===== config.mk =====
export PLATFORM = sky130hd
export DESIGN_NAME = fp2dec_seq
export DESIGN_NICKNAME = d
export VERILOG_FILES = /design/src/rtl/fp2dec_seq.sv
export SDC_FILE = /design/constraint.sdc
export NUM_CORES = 1
export LEC_CHECK = 0
export ABC_AREA = 1
export ABC_CLOCK_PERIOD_IN_PS = 1830
export BUFFER_PORTS_ARGS = -buffer_cell sky130_fd_sc_hd__buf_2
export CAP_MARGIN = 20
export CELL_PAD_IN_SITES_DETAIL_PLACEMENT = 1
export CELL_PAD_IN_SITES_GLOBAL_PLACEMENT = 2
export CORE_UTILIZATION = 26
export DETAILED_ROUTE_END_ITERATION = 8
export MAX_ROUTING_LAYER = met4
export PLACE_DENSITY_LB_ADDON = 0.1
export SLEW_MARGIN = 15
export SYNTH_ARGS = -nofsm -noshare
export SYNTH_HDL_FRONTEND = slang
export SYNTH_SLANG_ARGS = --single-unit

===== constraint.sdc =====
create_clock -name CLK -period 1.83 [get_ports CLK]
set_input_delay 0 -clock CLK [delete_from_list [all_inputs] [get_ports CLK]]
set_output_delay 0 -clock CLK [all_outputs]
set_load 0.05 [all_outputs]

===== src/rtl/fp2dec_seq.sv =====
// fp2dec_seq: classifies an IEEE754 single and resolves specials directly. For normal operands it
// sequences the iterative float-to-decimal datapath. Optional macro FP2DEC_PERF_EN adds conv_count.

module fp2dec_seq #(
  parameter int unsigned DIGITS = 6,
  parameter int unsigned GUARD  = 3,
  parameter int unsigned KW     = 9
) (
  input  logic          CLK,
  input  logic          RST,
  input  logic [31:0]   in_data,
  input  logic          in_valid,
  output logic          in_ready,
  output logic [27:0]   alu_frac,
  output logic [KW-1:0] alu_exp,
  output logic          alu_path,
  output logic          alu_rst_n,
  input  logic [4:0]    alu_int,
  input  logic [8:0]    alu_exp10,
  input  logic [19:0]   alu_frac10,
  output logic          out_valid,
  input  logic          out_ready,
  output logic          out_sign,
  output logic [1:0]    out_class,
  output logic [4:0]    out_int,
  output logic [8:0]    out_exp10,
  output logic [19:0]   out_frac
`ifdef FP2DEC_PERF_EN
  ,
  output logic [15:0]   conv_count
`endif
);

  typedef enum logic [1:0] {
    StIdle,
    StLoad,
    StRun,
    StDone
  } state_e;

  // Cycles spent in RUN beyond the exponent magnitude itself.
  localparam logic [KW-1:0] WaitExtra = KW'(2 + DIGITS + GUARD);

  state_e        state_q, state_d;
  logic          sign_q, sign_d;
  logic [1:0]    class_q, class_d;
  logic [27:0]   alu_frac_q, alu_frac_d;
  logic [KW-1:0] alu_exp_q, alu_exp_d;
  logic          alu_path_q, alu_path_d;
  logic [KW-1:0] cnt_q, cnt_d;
  logic [4:0]    int_q, int_d;
  logic [8:0]    exp10_q, exp10_d;
  logic [19:0]   frac_q, frac_d;

  logic          op_sign;
  logic [7:0]    op_exp;
  logic [22:0]   op_man;
  logic [1:0]    op_class;
  logic          op_neg;
  logic [7:0]    op_k;

  // Operand unpack and classification; denormals fold into the zero class.
  always_comb begin
    op_sign = in_data[31];
    op_exp  = in_data[30:23];
    op_man  = in_data[22:0];
    if (op_exp == 8'd0) begin
      op_class = 2'b01;
    end else if (op_exp == 8'hFF) begin
      op_class = (op_man == 23'd0) ? 2'b10 : 2'b11;
    end else begin
      op_class = 2'b00;
    end
    op_neg = (op_exp < 8'd127);
    op_k   = op_neg ? (8'd127 - op_exp) : (op_exp - 8'd127);
  end

  always_comb begin
    state_d    = state_q;
    sign_d     = sign_q;
    class_d    = class_q;
    alu_frac_d = alu_frac_q;
    alu_exp_d  = alu_exp_q;
    alu_path_d = alu_path_q;
    cnt_d      = cnt_q;
    int_d      = int_q;
    exp10_d    = exp10_q;
    frac_d     = frac_q;

    unique case (state_q)
      StIdle: begin
        if (in_valid) begin
          sign_d  = op_sign;
          class_d = op_class;
          if (op_class == 2'b00) begin
            alu_frac_d = {4'b0000, 1'b1, op_man};
            alu_exp_d  = KW'(op_k);
            alu_path_d = op_neg;
            state_d    = StLoad;
          end else begin
            int_d   = 5'd0;
            exp10_d = 9'd0;
            frac_d  = 20'd0;
            state_d = StDone;
          end
        end
      end
      StLoad: begin
        cnt_d   = alu_exp_q + WaitExtra;
        state_d = StRun;
      end
      StRun: begin
        cnt_d = cnt_q - KW'(1);
        if (cnt_q == KW'(1)) begin
          int_d   = alu_int;
          exp10_d = alu_exp10;
          frac_d  = alu_frac10;
          state_d = StDone;
        end
      end
      StDone: begin
        if (out_ready) begin
          state_d = StIdle;
        end
      end
      default: begin
        state_d = StIdle;
      end
    endcase
  end

  always_ff @(posedge CLK) begin
    if (RST) begin
      state_q    <= StIdle;
      sign_q     <= 1'b0;
      class_q    <= 2'b00;
      alu_frac_q <= 28'd0;
      alu_exp_q  <= '0;
      alu_path_q <= 1'b0;
      cnt_q      <= '0;
      int_q      <= 5'd0;
      exp10_q    <= 9'd0;
      frac_q     <= 20'd0;
    end else begin
      state_q    <= state_d;
      sign_q     <= sign_d;
      class_q    <= class_d;
      alu_frac_q <= alu_frac_d;
      alu_exp_q  <= alu_exp_d;
      alu_path_q <= alu_path_d;
      cnt_q      <= cnt_d;
      int_q      <= int_d;
      exp10_q    <= exp10_d;
      frac_q     <= frac_d;
    end
  end

  // Handshake outputs are gated by RST so nothing is offered or accepted during reset.
  assign in_ready  = (state_q == StIdle) && !RST;
  assign out_valid = (state_q == StDone) && !RST;
  assign alu_rst_n = !(RST || (state_q == StLoad));

  assign alu_frac  = alu_frac_q;
  assign alu_exp   = alu_exp_q;
  assign alu_path  = alu_path_q;

  assign out_sign  = sign_q;
  assign out_class = class_q;
  assign out_int   = int_q;
  assign out_exp10 = exp10_q;
  assign out_frac  = frac_q;

`ifdef FP2DEC_PERF_EN
  logic [15:0] conv_count_q;

  always_ff @(posedge CLK) begin
    if (RST) begin
      conv_count_q <= 16'd0;
    end else if (out_valid && out_ready && (conv_count_q != 16'hFFFF)) begin
      conv_count_q <= conv_count_q + 16'd1;
    end
  end

  assign conv_count = conv_count_q;
`endif

endmodule

Word-level counts from Yosys, hierarchy flattened
Cells that the tools add are included.
Cells by class
  $add $sub $neg: 4
  magnitude comparators: 1
  equality and inequality tests: 9
  mux-type cells: 22
  reduce and logical (&&, ||, !) cells: 15
Operator list (count)
  $mux 20: 3
  $pmux 20 s2: 1
  $pmux 9 s2: 2
  $mux 9: 3
  $logic_not 23->1: 1
  $mux 5: 3
  $mux 2: 6
  $pmux 5 s2: 1
  $add 8x4->9 const B: 1
  $eq 9x1->1 const B: 1
  $sub 9x1->9 const B: 1
  $eq 8x8->1 const B: 1
  $logic_not 8->1: 1
  $lt 8x7->1 const B: 1
  $mux 8: 1
  $ne 2x2->1 const B: 4
  $pmux 2 s4: 1
  $sub 7x8->8 const A: 1
  $sub 8x7->8 const B: 1
  $reduce_and 3->1: 2
  $eq 2x2->1 const B: 2
  $logic_not 2->1: 2
  $reduce_and 4->1: 1
  $reduce_bool 2->1: 2
  6 further kinds: 8
Storage, ports and cells
  register bits after elaboration: 81
  input bits: 70
  logic and storage cells: 61

Depth between registers and ports, before layout
Gate-level depths: netlist of run 1.
  depth in word-level cells: 8
  mapped depth: 12
  gate-level depth less buffers: 11

Least setup slack after synthesis of run 1
OpenSTA, ideal clock, no wires.
  path kind: reg2reg
  from: reg alu_exp_q[0], in the netlist alu_exp[0]
  to: reg cnt_q[6]
  arrival: 1.633 ns
  data required time: 1.715 ns
  slack: 0.082 ns
  stages on the path, launching flop included: 11
  path buffers: 0
  period minus slack after synthesis: 1.748 ns
  path through: dfxtp_1 inv_1 ha_1 inv_1 nand2_1 nand2_1 nand3_1 nor2_1 nor2_1 o21ai_0 inv_1
On the way
  word-level cells in the longest chain between the ends: 2
RTL lines
  start: declaration: line 48  | logic [KW-1:0] alu_exp_q, alu_exp_d;
  start signal: assignment: line 149  | alu_exp_q <= alu_exp_d;
  $add 8x4->9: line 109  | cnt_d = alu_exp_q + WaitExtra;
  $pmux 9 s2: line 90  | unique case (state_q)
  end signal: assignment: line 151  | cnt_q <= cnt_d;
  end: declaration: line 50  | logic [KW-1:0] cnt_q, cnt_d;
Every way passes these cells.
A chain may end at the register's enable or synchronous reset.

Worst setup path after layout of run 1
  from: in in_data[23]
  to: reg frac_q[6], in the netlist out_frac[6]
On the way
  word-level cells in the longest chain between the ends: 6
RTL lines
  start: declaration: line 11  | input logic [31:0] in_data,
  $eq 8x8->1: line 69  | end else if (op_exp == 8'hFF) begin
  $mux 2: line 69
  $mux 2 *: line 67  | if (op_exp == 8'd0) begin
  $logic_not 2->1 *: line 95  | if (op_class == 2'b00) begin
  $ne 2x2->1 (no source line) *
  $reduce_and 4->1 (no source line) *
  end signal: assignment: line 154  | frac_q <= frac_d;
  end: declaration: line 53  | logic [19:0] frac_q, frac_d;
Every way passes the cells marked *; elsewhere a longest branch is shown, timed or not.

==> results.md, run 1 <==
* Period Utilization, post-route at 93.5%
* Nets at 880
* Peak Freq at 584 MHz
* Hold Startpoint: alu_frac10[12]
* Area Overhead vs Synth at 46.1%
* Core area at 15,400 um^2
* Final Skew at about 0.0094 ns
* Pre-CTS setup slack at 0.0274 ns
* Final Core Density at 39.4%
* Depth of the CTS H-tree at 3
* Worst-Skew Late Latency at 0.34 ns
* ANT nets after route at 0
* Reg2reg path depth at 10
* Worst Path Arrival at approximately 2 ns
* Starting Density at a little over a quarter
* Share of layout cells above drive strength 1 at 27.1%
* Clock root cell: clkbuf_16
* Peak VDD IR at 0.417 mV
* Die area at 16,500 um^2
* Iteration-0 DRC Markers at between 100 and 150
* Cell variety after synth at 36
* DR vias at between 4,000 and 5,000
* Filler cells at between 1,500 and 2,000
* Worst reg-to-reg setup slack at 0.15 ns
* Diode count at 0
* Post-synthesis cell type with the largest combined area: dfxtp_1
* Post-Syn Area at 4160 um^2
* Worst Hold Depth at 4
* Pin count of the biggest net entering global routing at 43
* Fin crit period at 1.71 ns
* Ys async rst share at 0%
* WHS at -0.00234 ns
* Largest cells by area after synthesis: dfxtp_1 (39%), nor2_1 (13%), nand2_1 (12%)
* Ys flop type: dfxtp_1
* Reg-to-Reg Start: state_q[0]$_SDFFE_PP0P_
* Uppermost layer routed: met4
* Hpwl dp at 9730 um
* Antenna violations before repair at 0
* DR WL met3 at 598 um
* Worst Setup SP: in_data[23]
* Gpl congestion at 0.767
* Total gr overflow at 0
* Crit Path Class: in2reg
* Top-area cell type share of the netlist area at between 30% and 40%
* Failing checks: negative hold slack
* DRC at 0
* Worst R2R End: out_frac[4]$_SDFFE_PP0P_
* Flops & latches, synth at 81
* IO Pins at 148
* Vias in the first global route at around 4,500
* Total routed wirelength at about 14,000 um
* CP required at 2.06 ns
* Most common cell in the synthesized netlist: nor2_1
* Via density at ~4.5
* Slew Viols, Final at 0
* Mapped Cells at 606
* Leak pwr at 2.91 nW
* Rows at 45
* Average wire per standard cell at 14.1 um
* CTS buffer count at 9
* Setup_tns at 0 ns
* Port-buffer cells at ~140
* Worst-path maximum fanout at 13
* Final Setup Violations at 0
* Startpoint Class: input pin
* Warnings from Yosys at 0
* Wire length on met2 at 7010 um
* Die Span Y at 128 um
* Total GRT Usage at 17.1%
* Met1 WL at between 6000 and 7000 um
* CP Capture Type: register
* CTS clk-pin slew, worst paths at 0.07 ns
* Worst min-delay path class: in2reg
* CTS tree: built
* TritonRoute pass-1 iters at 4
* Synth top cells by count: nor2_1 (140), nand2_1 (137), dfxtp_1 (81)
* First-pass GRT wire length at 21,500 um
* Final worst setup slack at 0.119 ns
* Clock Path Buffers at 2
* Sequential-to-total area share from yosys stat at around two fifths
* Pwr Density at 1300 nW/um^2
* Die width at between 100 and 150 um
* Syn Area/Cell at roughly 7 um^2
* Maxcap violations at 0
* Status: complete, but fails checks
* Count of final hold-check violations at 1
* WHS Endpoint: out_frac[12]$_SDFFE_PP0P_
* Number of synthesized flops with an enable pin at 0
* Clock sink total at 81
metrics by stage:
step                cell area (um^2)  instances  power [mW]  hold slack [ns]
floorplan                       4170        610        4.80           0.0730
global placement                5060        940        5.53            0.239
detailed placement              5060        940        5.61            0.251
CTS                             5740        995        7.53          0.00513
global route                    6080       1015        8.39           0.0271
finish                          6080       1015        7.89         -0.00234
flip-flops by register name (all words and copies together), names as in the netlist:
name and flops:
alu_exp 8, alu_frac 24, alu_path 1, cnt_q 9
out_class 2, out_exp10 9, out_frac 20, out_int 5
out_sign 1, state_q 2
kinds of logic (layout without fill, tap and decap cells):
family / count (synthesis) / in the layout / synth area share [%]
other cells: 1 / 5 / 0.0902
buf+inv: 76 / 268 / 8.69
compound gates: 92 / 92 / 13.1
xor+xnor: 3 / 3 / 0.632
flops: 81 / 81 / 39.0
fa+ha+maj: 10 / 10 / 3.01
simple gates: 343 / 345 / 35.5
timing repair:
action / in CTS / in global routing
gates resized for setup: 0 / 22
hold buffers: 40 / 0
setup endpoints to repair: 0 / 60
endpoints found under the hold margin: 40 / 0
setup buffers: 0 / 12
report_power, final:
| group | total [mW] | internal (mW) | switching, mW |
|---|---|---|---|
| clock | 1.80 | 1.05 | 0.752 |
| sequential | 2.33 | 2.12 | 0.212 |
| combinational | 3.76 | 1.25 | 2.51 |
| total | 7.89 | 4.42 | 3.47 |
metal layers:
layer  GRT usage (%)  vias up
met2            30.0      102
met4            6.09        0
li1                -     2321
met5               -        -
met1            19.2     2178
met3            3.33        9
worst max-delay path by stage:
stage | cells past startpoint | slack, ns | to
after floorplan | 10 | 0.08 | cnt_q[6]$_SDFFE_PP0P_
after global placement | 9 | 0.14 | out_exp10[8]$_SDFFE_PP0P_
after detailed placement | 9 | 0.03 | out_exp10[7]$_SDFFE_PP0P_
after CTS | 9 | 0.006 | out_exp10[7]$_SDFFE_PP0P_
after global routing | 12 | -0.01 | out_frac[12]$_SDFFE_PP0P_
final | 12 | 0.12 | out_frac[6]$_SDFFE_PP0P_
cells in the final DEF, fill, tap and decap left out, types with 19 or more instances in the layout:
cell,n
dfxtp_1,79
nand2_1,133
nand3_1,28
dlygate4sd3_1,40
o21ai_0,45
buf_2,141
nor2_1,139
nor3b_1,19
o21bai_1,21
buf_4,19
inv_1,31
cell type report:
class	count	area, um^2	share of cell area [%]
Multi-Input combinational cell	455	2270	37.4
Tap cell	211	264	4.35
Inverter	41	154	2.53
Clock buffer	10	229	3.77
Clock inverter	5	57.6	0.947
Timing Repair Buffer	212	1470	24.3
Sequential cell	81	1630	26.8
worst max-delay path, stage by stage:
cell	delay [ns]
dlygate4sd3_1	0.54
buf_4	0.15
ha_4	0.15
nand2_4	0.06
nor2_4	0.15
nand2_2	0.08
o21ai_4	0.12
nor2_4	0.08
buf_4	0.16
clkbuf_16	0.17
nor3b_1	0.21
nor2_1	0.07
Power figures use the tool's default switching activity.
==> run 2, diff against run 1 <==
--- a/config.mk
+++ b/config.mk
@@ -13,7 +13,6 @@
 export CELL_PAD_IN_SITES_GLOBAL_PLACEMENT = 2
 export CORE_UTILIZATION = 26
 export DETAILED_ROUTE_END_ITERATION = 8
-export MAX_ROUTING_LAYER = met4
 export PLACE_DENSITY_LB_ADDON = 0.1
 export SLEW_MARGIN = 15
 export SYNTH_ARGS = -nofsm -noshare
==> results.md, run 2 (synthesis gave the netlist of run 1 again) <==
* Total gr overflow at 0 (unchanged)
* Share of layout cells above drive strength 1 at 25.6% (was 27.1%)
* Clock root cell: clkbuf_16 (unchanged)
* Commonest cells after routing, fill and taps aside: buf_2 (142), nor2_1 (139), nand2_1 (134), dfxtp_1 (79), o21ai_0 (45) (was buf_2 (141), nor2_1 (139), nand2_1 (133), dfxtp_1 (79), o21ai_0 (45))
* Worst min-delay path class: in2reg (unchanged)
* Die area at 16,500 um^2 (unchanged)
* CTS tree: built (unchanged)
* Overall Power at 7.61 mW (was 7.89 mW)
* CP required at 2.11 ns (was 2.06 ns)
* Core area at 15,400 um^2 (unchanged)
* Worst reg-to-reg setup slack at 0.12 ns (was 0.15 ns)
* CTS clk-pin slew, worst paths at 0.07 ns (about the same)
* Starting Density at 27.0% (unchanged)
* Reg-to-Reg Start: state_q[0]$_SDFFE_PP0P_ (unchanged)
* Leak pwr at 2.81 nW (was 2.91 nW)
* Startpoint Class: register (was input pin)
* Die width at 128 um (unchanged)
* Total routed wirelength at 13,900 um (was 14,300 um)
* Pin count of the biggest net entering global routing at 43 (unchanged)
* Via density at 4.52 (was 4.54)
* DR vias at 4,539 (was 4,610)
* Commonest non-fill, non-tap cell in the layout: buf_2 (unchanged)
* Placed cells at 940 (unchanged)
* Slew Viols, Final at 0 (unchanged)
* Reg2reg path depth at 10 (unchanged)
* Iteration-0 DRC Markers at 86 (was 123)
* Non-filler cells, final at 1,005 (was 1,015)
* Crit Path Class: reg2reg (was in2reg)
* Gpl congestion at 0.757 (was 0.767)
* First-pass GRT wire length at 21,500 um (about the same)
* Dpl cell area at 5060 um^2 (unchanged)
* TritonRoute pass-1 iters at 4 (unchanged)
* Filler cells at 1,999 (was 1,981)
* Multi-input gate area at 2230 um^2 (was 2270 um^2)
* DRC at 0 (unchanged)
* Setup_tns at 0 ns (unchanged)
* ANT nets after route at 0 (unchanged)
* Register area at 1620 um^2 (was 1630 um^2)
* CTS buffer count at 9 (unchanged)
* Port-buffer cells at 142 (unchanged)
* Worst-path maximum fanout at 5 (was 13)
* Cell area after layout at 5890 um^2 (was 6080 um^2)
* Depth of the CTS H-tree at 3 (unchanged)
* Fin crit period at 1.71 ns (about the same)
* Final Setup Violations at 0 (unchanged)
* Status: completed (was complete, but fails checks)
* Clock Path Buffers at 2 (unchanged)
* Worst-Skew Late Latency at 0.34 ns (about the same)
* Total GRT Usage at 16.5% (was 17.1%)
* Max reg flops at 24 (unchanged)
* Nets at 870 (was 880)
* Rows at 45 (unchanged)
* Count of final hold-check violations at 0 (was 1)
* CP Capture Type: register (unchanged)
* IO Pins at 148 (unchanged)
* Pwr Density at 1290 nW/um^2 (was 1300 nW/um^2)
* Peak VDD IR at 0.433 mV (was 0.417 mV)
* Hpwl dp at 9730 um (unchanged)
* Antenna violations before repair at 0 (unchanged)
* Vias in the first global route at 4,506 (was 4,501)
* WHS at 0.0133 ns (was -0.00234 ns)
* Worst Hold Depth at 4 (unchanged)
* Final Skew at 0.00920 ns (was 0.00938 ns)
* Maxcap violations at 0 (unchanged)
* Worst R2R End: out_frac[9]$_SDFFE_PP0P_ (was out_frac[4]$_SDFFE_PP0P_)
* Area Overhead vs Synth at 41.7% (was 46.1%)
* WHS Endpoint: out_exp10[1]$_SDFFE_PP0P_ (was out_frac[12]$_SDFFE_PP0P_)
* Average wire per standard cell at 13.8 um (was 14.1 um)
* Diode count at 0 (unchanged)
* Die Span Y at 128 um (unchanged)
* Clock sink total at 81 (unchanged)
* Worst Path Arrival at 1.99 ns (was 1.95 ns)
* Period Utilization, post-route at 93.5% (about the same)
* Hold Startpoint: alu_exp10[1] (was alu_frac10[12])
* Peak Freq at 585 MHz (was 584 MHz)
==> run 2: where the power goes <==
group / switching [mW] / internal, mW / total (mW) / leakage, nW
clock network: 0.759 / 1.05 / 1.81 / 0.142
registers: 0.207 / 2.12 / 2.33 / 0.668
logic: 2.42 / 1.06 / 3.48 / 2.01
total: 3.38 / 4.23 / 7.61 / 2.81
==> run 2: critical path, cell delays in order, from the launching register on <==
cell and delay (ns):
dfxtp_2 0.34, inv_1 0.12, ha_2 0.27, clkinv_1 0.11, nand2_1 0.11, nand3_4 0.11, buf_4 0.18, nor2_4 0.12
buf_4 0.15, nor2_1 0.04, nor2_1 0.10
==> run 2: area by class of cell <==
cell class | count | share of cell area [%]
multi-input cells | 455 | 37.9
flip-flops and latches | 81 | 27.6
repair buffers | 202 | 22.5
inverters | 41 | 2.65
well taps | 211 | 4.48
clock buffers | 10 | 3.89
clock inverters | 5 | 0.977
==> run 2: how the worst max path moves through the flow <==
stage | start | endpoint | slack (ns) | depth (start not counted)
finish | state_q[0]$_SDFFE_PP0P_ | out_frac[9]$_SDFFE_PP0P_ | 0.12 | 10
global placement | state_q[0]$_SDFFE_PP0P_ | out_exp10[8]$_SDFFE_PP0P_ | 0.14 | 9
global route | state_q[0]$_SDFFE_PP0P_ | out_frac[19]$_SDFFE_PP0P_ | -0.007 | 10
CTS | state_q[0]$_SDFFE_PP0P_ | out_exp10[7]$_SDFFE_PP0P_ | 0.006 | 9
floorplan | alu_exp[0]$_SDFFE_PP0P_ | cnt_q[6]$_SDFFE_PP0P_ | 0.08 | 10
detailed placement | state_q[0]$_SDFFE_PP0P_ | out_exp10[7]$_SDFFE_PP0P_ | 0.03 | 9
==> run 2: metal layers <==
layer / GRT usage [%] / part of all wire [%]
met1: 18.8 / 45
met2: 30.0 / 49
met3: 3.83 / 5.0
met4: 6.09 / 1.3
met5: 0 / 0
==> run 2: repair_timing <==
action                                  4_1_cts  5_1_grt
gates resized for setup                       0       15
hold buffers                                 40        0
endpoints found under the setup margin        0       60
setup buffers                                 0        7
hold endpoints to repair                     40        0
==> run 2: stage by stage <==
stage / worst slack (ns) / util (%)
finish: 0.120 / 38.2
detailed placement: 0.0274 / 32.8
global route: -0.00738 / 38.2
global placement: 0.141 / 32.8
floorplan: 0.0819 / -
CTS: 0.00575 / 37.2
==> run 3, diff against run 2 <==
==> constraint.sdc (replaced) <==
create_clock -name CLK -period 1.83 [get_ports CLK]
set_input_delay 0.0915 -clock CLK [delete_from_list [all_inputs] [get_ports CLK]]
set_output_delay 0.0915 -clock CLK [all_outputs]
set_load 0.05 [all_outputs]
==> results.md, run 3 (synthesis gave the netlist of run 1 again) <==
* Worst-path maximum fanout at 8 (was 5)
* Clock sink total at 81 (unchanged)
* Status: completed (unchanged)
* IO Pins at 148 (unchanged)
* Total gr overflow at 0 (unchanged)
* Max reg flops at 24 (unchanged)
* CTS tree: built (unchanged)
* Total GRT Usage at 17.2% (was 16.5%)
* Worst reg-to-reg setup slack at 0.15 ns (was 0.12 ns)
* Average wire per standard cell at 14.1 um (was 13.8 um)
* Hold Startpoint: in_data[4] (was alu_exp10[1])
* Startpoint Class: register (unchanged)
* Peak Freq at 595 MHz (was 585 MHz)
* Pin count of the biggest net entering global routing at 40 (was 43)
* Critical path, cell by cell: inv_1 > ha_2 > inv_2 > nor2_1 > inv_1 > nand3_4 > buf_12 > clkbuf_16 > nor3b_1 > nor2_1 (was inv_1 > ha_2 > clkinv_1 > nand2_1 > nand3_4 > buf_4 > nor2_4 > buf_4 > nor2_1 > nor2_1)
* Peak VDD IR at 0.463 mV (was 0.433 mV)
* Reg2reg path depth at 10 (unchanged)
* Critical Path End: out_frac[1]$_SDFFE_PP0P_ (was out_frac[9]$_SDFFE_PP0P_)
* CTS clk-pin slew, worst paths at 0.06 ns (was 0.07 ns)
* Nets at 853 (was 870)
* Iteration-0 DRC Markers at 88 (was 86)
* Die width at 128 um (unchanged)
* Worst Setup SP: state_q[1]$_SDFFE_PP0P_ (was state_q[0]$_SDFFE_PP0P_)
* CP top delay family: buffers and inverters (unchanged)
* RSZ-0062 raised after global routing: no
* Worst-Skew Late Latency at 0.34 ns (about the same)
* Core area at 15,400 um^2 (unchanged)
* Via density at 4.57 (was 4.52)
* Placed cells at 945 (was 940)
* Die area at 16,500 um^2 (unchanged)
* Share of layout cells above drive strength 1 at 26.7% (was 25.6%)
* Period Utilization, post-route at 91.9% (was 93.5%)
* Rows at 45 (unchanged)
* Pwr Density at 1350 nW/um^2 (was 1290 nW/um^2)
* Gpl congestion at 0.741 (was 0.757)
* Area Overhead vs Synth at 39.2% (was 41.7%)
* Filler cells at 1,971 (was 1,999)
* Buf/Inv on CP at 5 (was 4)
* Diode count at 0 (unchanged)
* DR vias at 4,517 (was 4,539)
* CP max-delay cell: dfxtp_4 (was dfxtp_2)
* Commonest non-fill, non-tap cell in the layout: buf_2 (unchanged)
* Starting Density at 27.0% (unchanged)
* Worst R2R End: out_frac[1]$_SDFFE_PP0P_ (was out_frac[9]$_SDFFE_PP0P_)
* Total routed wirelength at 14,000 um (was 13,900 um)
* Count of final hold-check violations at 0 (unchanged)
* Final Skew at 0.00582 ns (was 0.00920 ns)
* Vias in the first global route at 4,638 (was 4,506)
* Fin crit period at 1.68 ns (was 1.71 ns)
* Multi-input gate area at 2240 um^2 (was 2230 um^2)
* Reg-to-Reg Start: state_q[1]$_SDFFE_PP0P_ (was state_q[0]$_SDFFE_PP0P_)
* CP required at 2.06 ns (was 2.11 ns)
* Overall Power at 7.81 mW (was 7.61 mW)
* DRC at 0 (unchanged)
* Final Setup Violations at 0 (unchanged)
* Antenna violations before repair at 0 (unchanged)
* Worst path depth at 10 (unchanged)
* Crit Path Class: reg2reg (unchanged)
* Worst min-delay path class: in2reg (unchanged)
* Hpwl dp at 9830 um (was 9730 um)
* Slew Viols, Final at 0 (unchanged)
* Worst Path Arrival at 1.91 ns (was 1.99 ns)
* Maxcap violations at 0 (unchanged)
* CP peak stage delay at 0.37 ns (was 0.34 ns)
* First-pass GRT wire length at 22,500 um (was 21,500 um)
* Register area at 1630 um^2 (was 1620 um^2)
* Setup_tns at 0 ns (unchanged)
* CP Capture Type: register (unchanged)
* Clock root cell: clkbuf_16 (unchanged)
* Commonest cells after routing, fill and taps aside: buf_2 (142), nor2_1 (140), nand2_1 (136), dfxtp_1 (79), o21ai_0 (45) (was buf_2 (142), nor2_1 (139), nand2_1 (134), dfxtp_1 (79), o21ai_0 (45))
* Die Span Y at 128 um (unchanged)
* Port-buffer cells at 142 (unchanged)
* Clock Path Buffers at 2 (unchanged)
* TritonRoute pass-1 iters at 4 (unchanged)
* WHS at 0.0205 ns (was 0.0133 ns)
* Leak pwr at 2.78 nW (was 2.81 nW)
* ANT nets after route at 0 (unchanged)
* Depth of the CTS H-tree at 3 (unchanged)
* CTS buffer count at 9 (unchanged)
* Non-filler cells, final at 989 (was 1,005)
[run 3: power by group]
part,switching [mW],total [mW],leakage [nW],internal (mW)
registers,0.211,2.33,0.668,2.12
logic,2.43,3.58,1.96,1.15
clock network,0.763,1.90,0.149,1.13
total,3.41,7.81,2.78,4.40
[run 3: timing repair]
| item | CTS | global route |
|---|---|---|
| gates resized for setup | 0 | 18 |
| buffers inserted | 0 | 3 |
| setup endpoints to repair | 0 | 36 |
| hold endpoints to repair | 20 | 0 |
| hold buffers | 20 | 0 |
[run 3: worst min-delay path by stage]
stage	to	slack, ns	cells after the start
5_1_grt	alu_frac[0]$_SDFFE_PP0P_	0.02	3
6_report	alu_frac[4]$_SDFFE_PP0P_	0.02	3
2_1_floorplan	alu_path$_SDFFE_PP0P_	0.16	1
3_5_place_dp	alu_frac[13]$_SDFFE_PP0P_	0.34	3
3_3_place_gp	alu_frac[17]$_SDFFE_PP0P_	0.33	3
4_1_cts	alu_frac[4]$_SDFFE_PP0P_	0.002	3
[run 3: worst reg2reg max path: cells and delay by family (launching register included)]
family,cells,cell delay [ns]
adder cells (fa/ha/maj),1,0.19
AND/OR/NAND/NOR,4,0.40
buffers and inverters,5,0.59
flip-flops,1,0.37
[run 3: cell type report]
type                            count  share of cell area (%)
Clock buffer                       12                    4.43
Sequential cell                    81                    28.1
Clock inverter                      4                   0.886
Tap cell                          211                    4.56
Timing Repair Buffer              186                    20.7
Multi-Input combinational cell    454                    38.7
Inverter                           41                    2.66
[run 3: routing by layer]
metal  global-route usage [%]  routed length [um]  vias up
met2                     31.4                6940      102
li1                         -                   -     2253
met3                     5.70                 837        4
met1                     19.5                6090     2158
met4                     3.60                  96        0
met5                        0                   0        -
[run 3: through the flow]
| step | setup slack (ns) | util (%) | cell area (um^2) |
|---|---|---|---|
| floorplan | 0.0819 | - | 4170 |
| global placement | 0.124 | 32.9 | 5070 |
| detailed placement | 0.0353 | 32.9 | 5070 |
| CTS | 0.0119 | 36.1 | 5580 |
| global route | 0.0197 | 37.5 | 5790 |
| finish | 0.149 | 37.5 | 5790 |
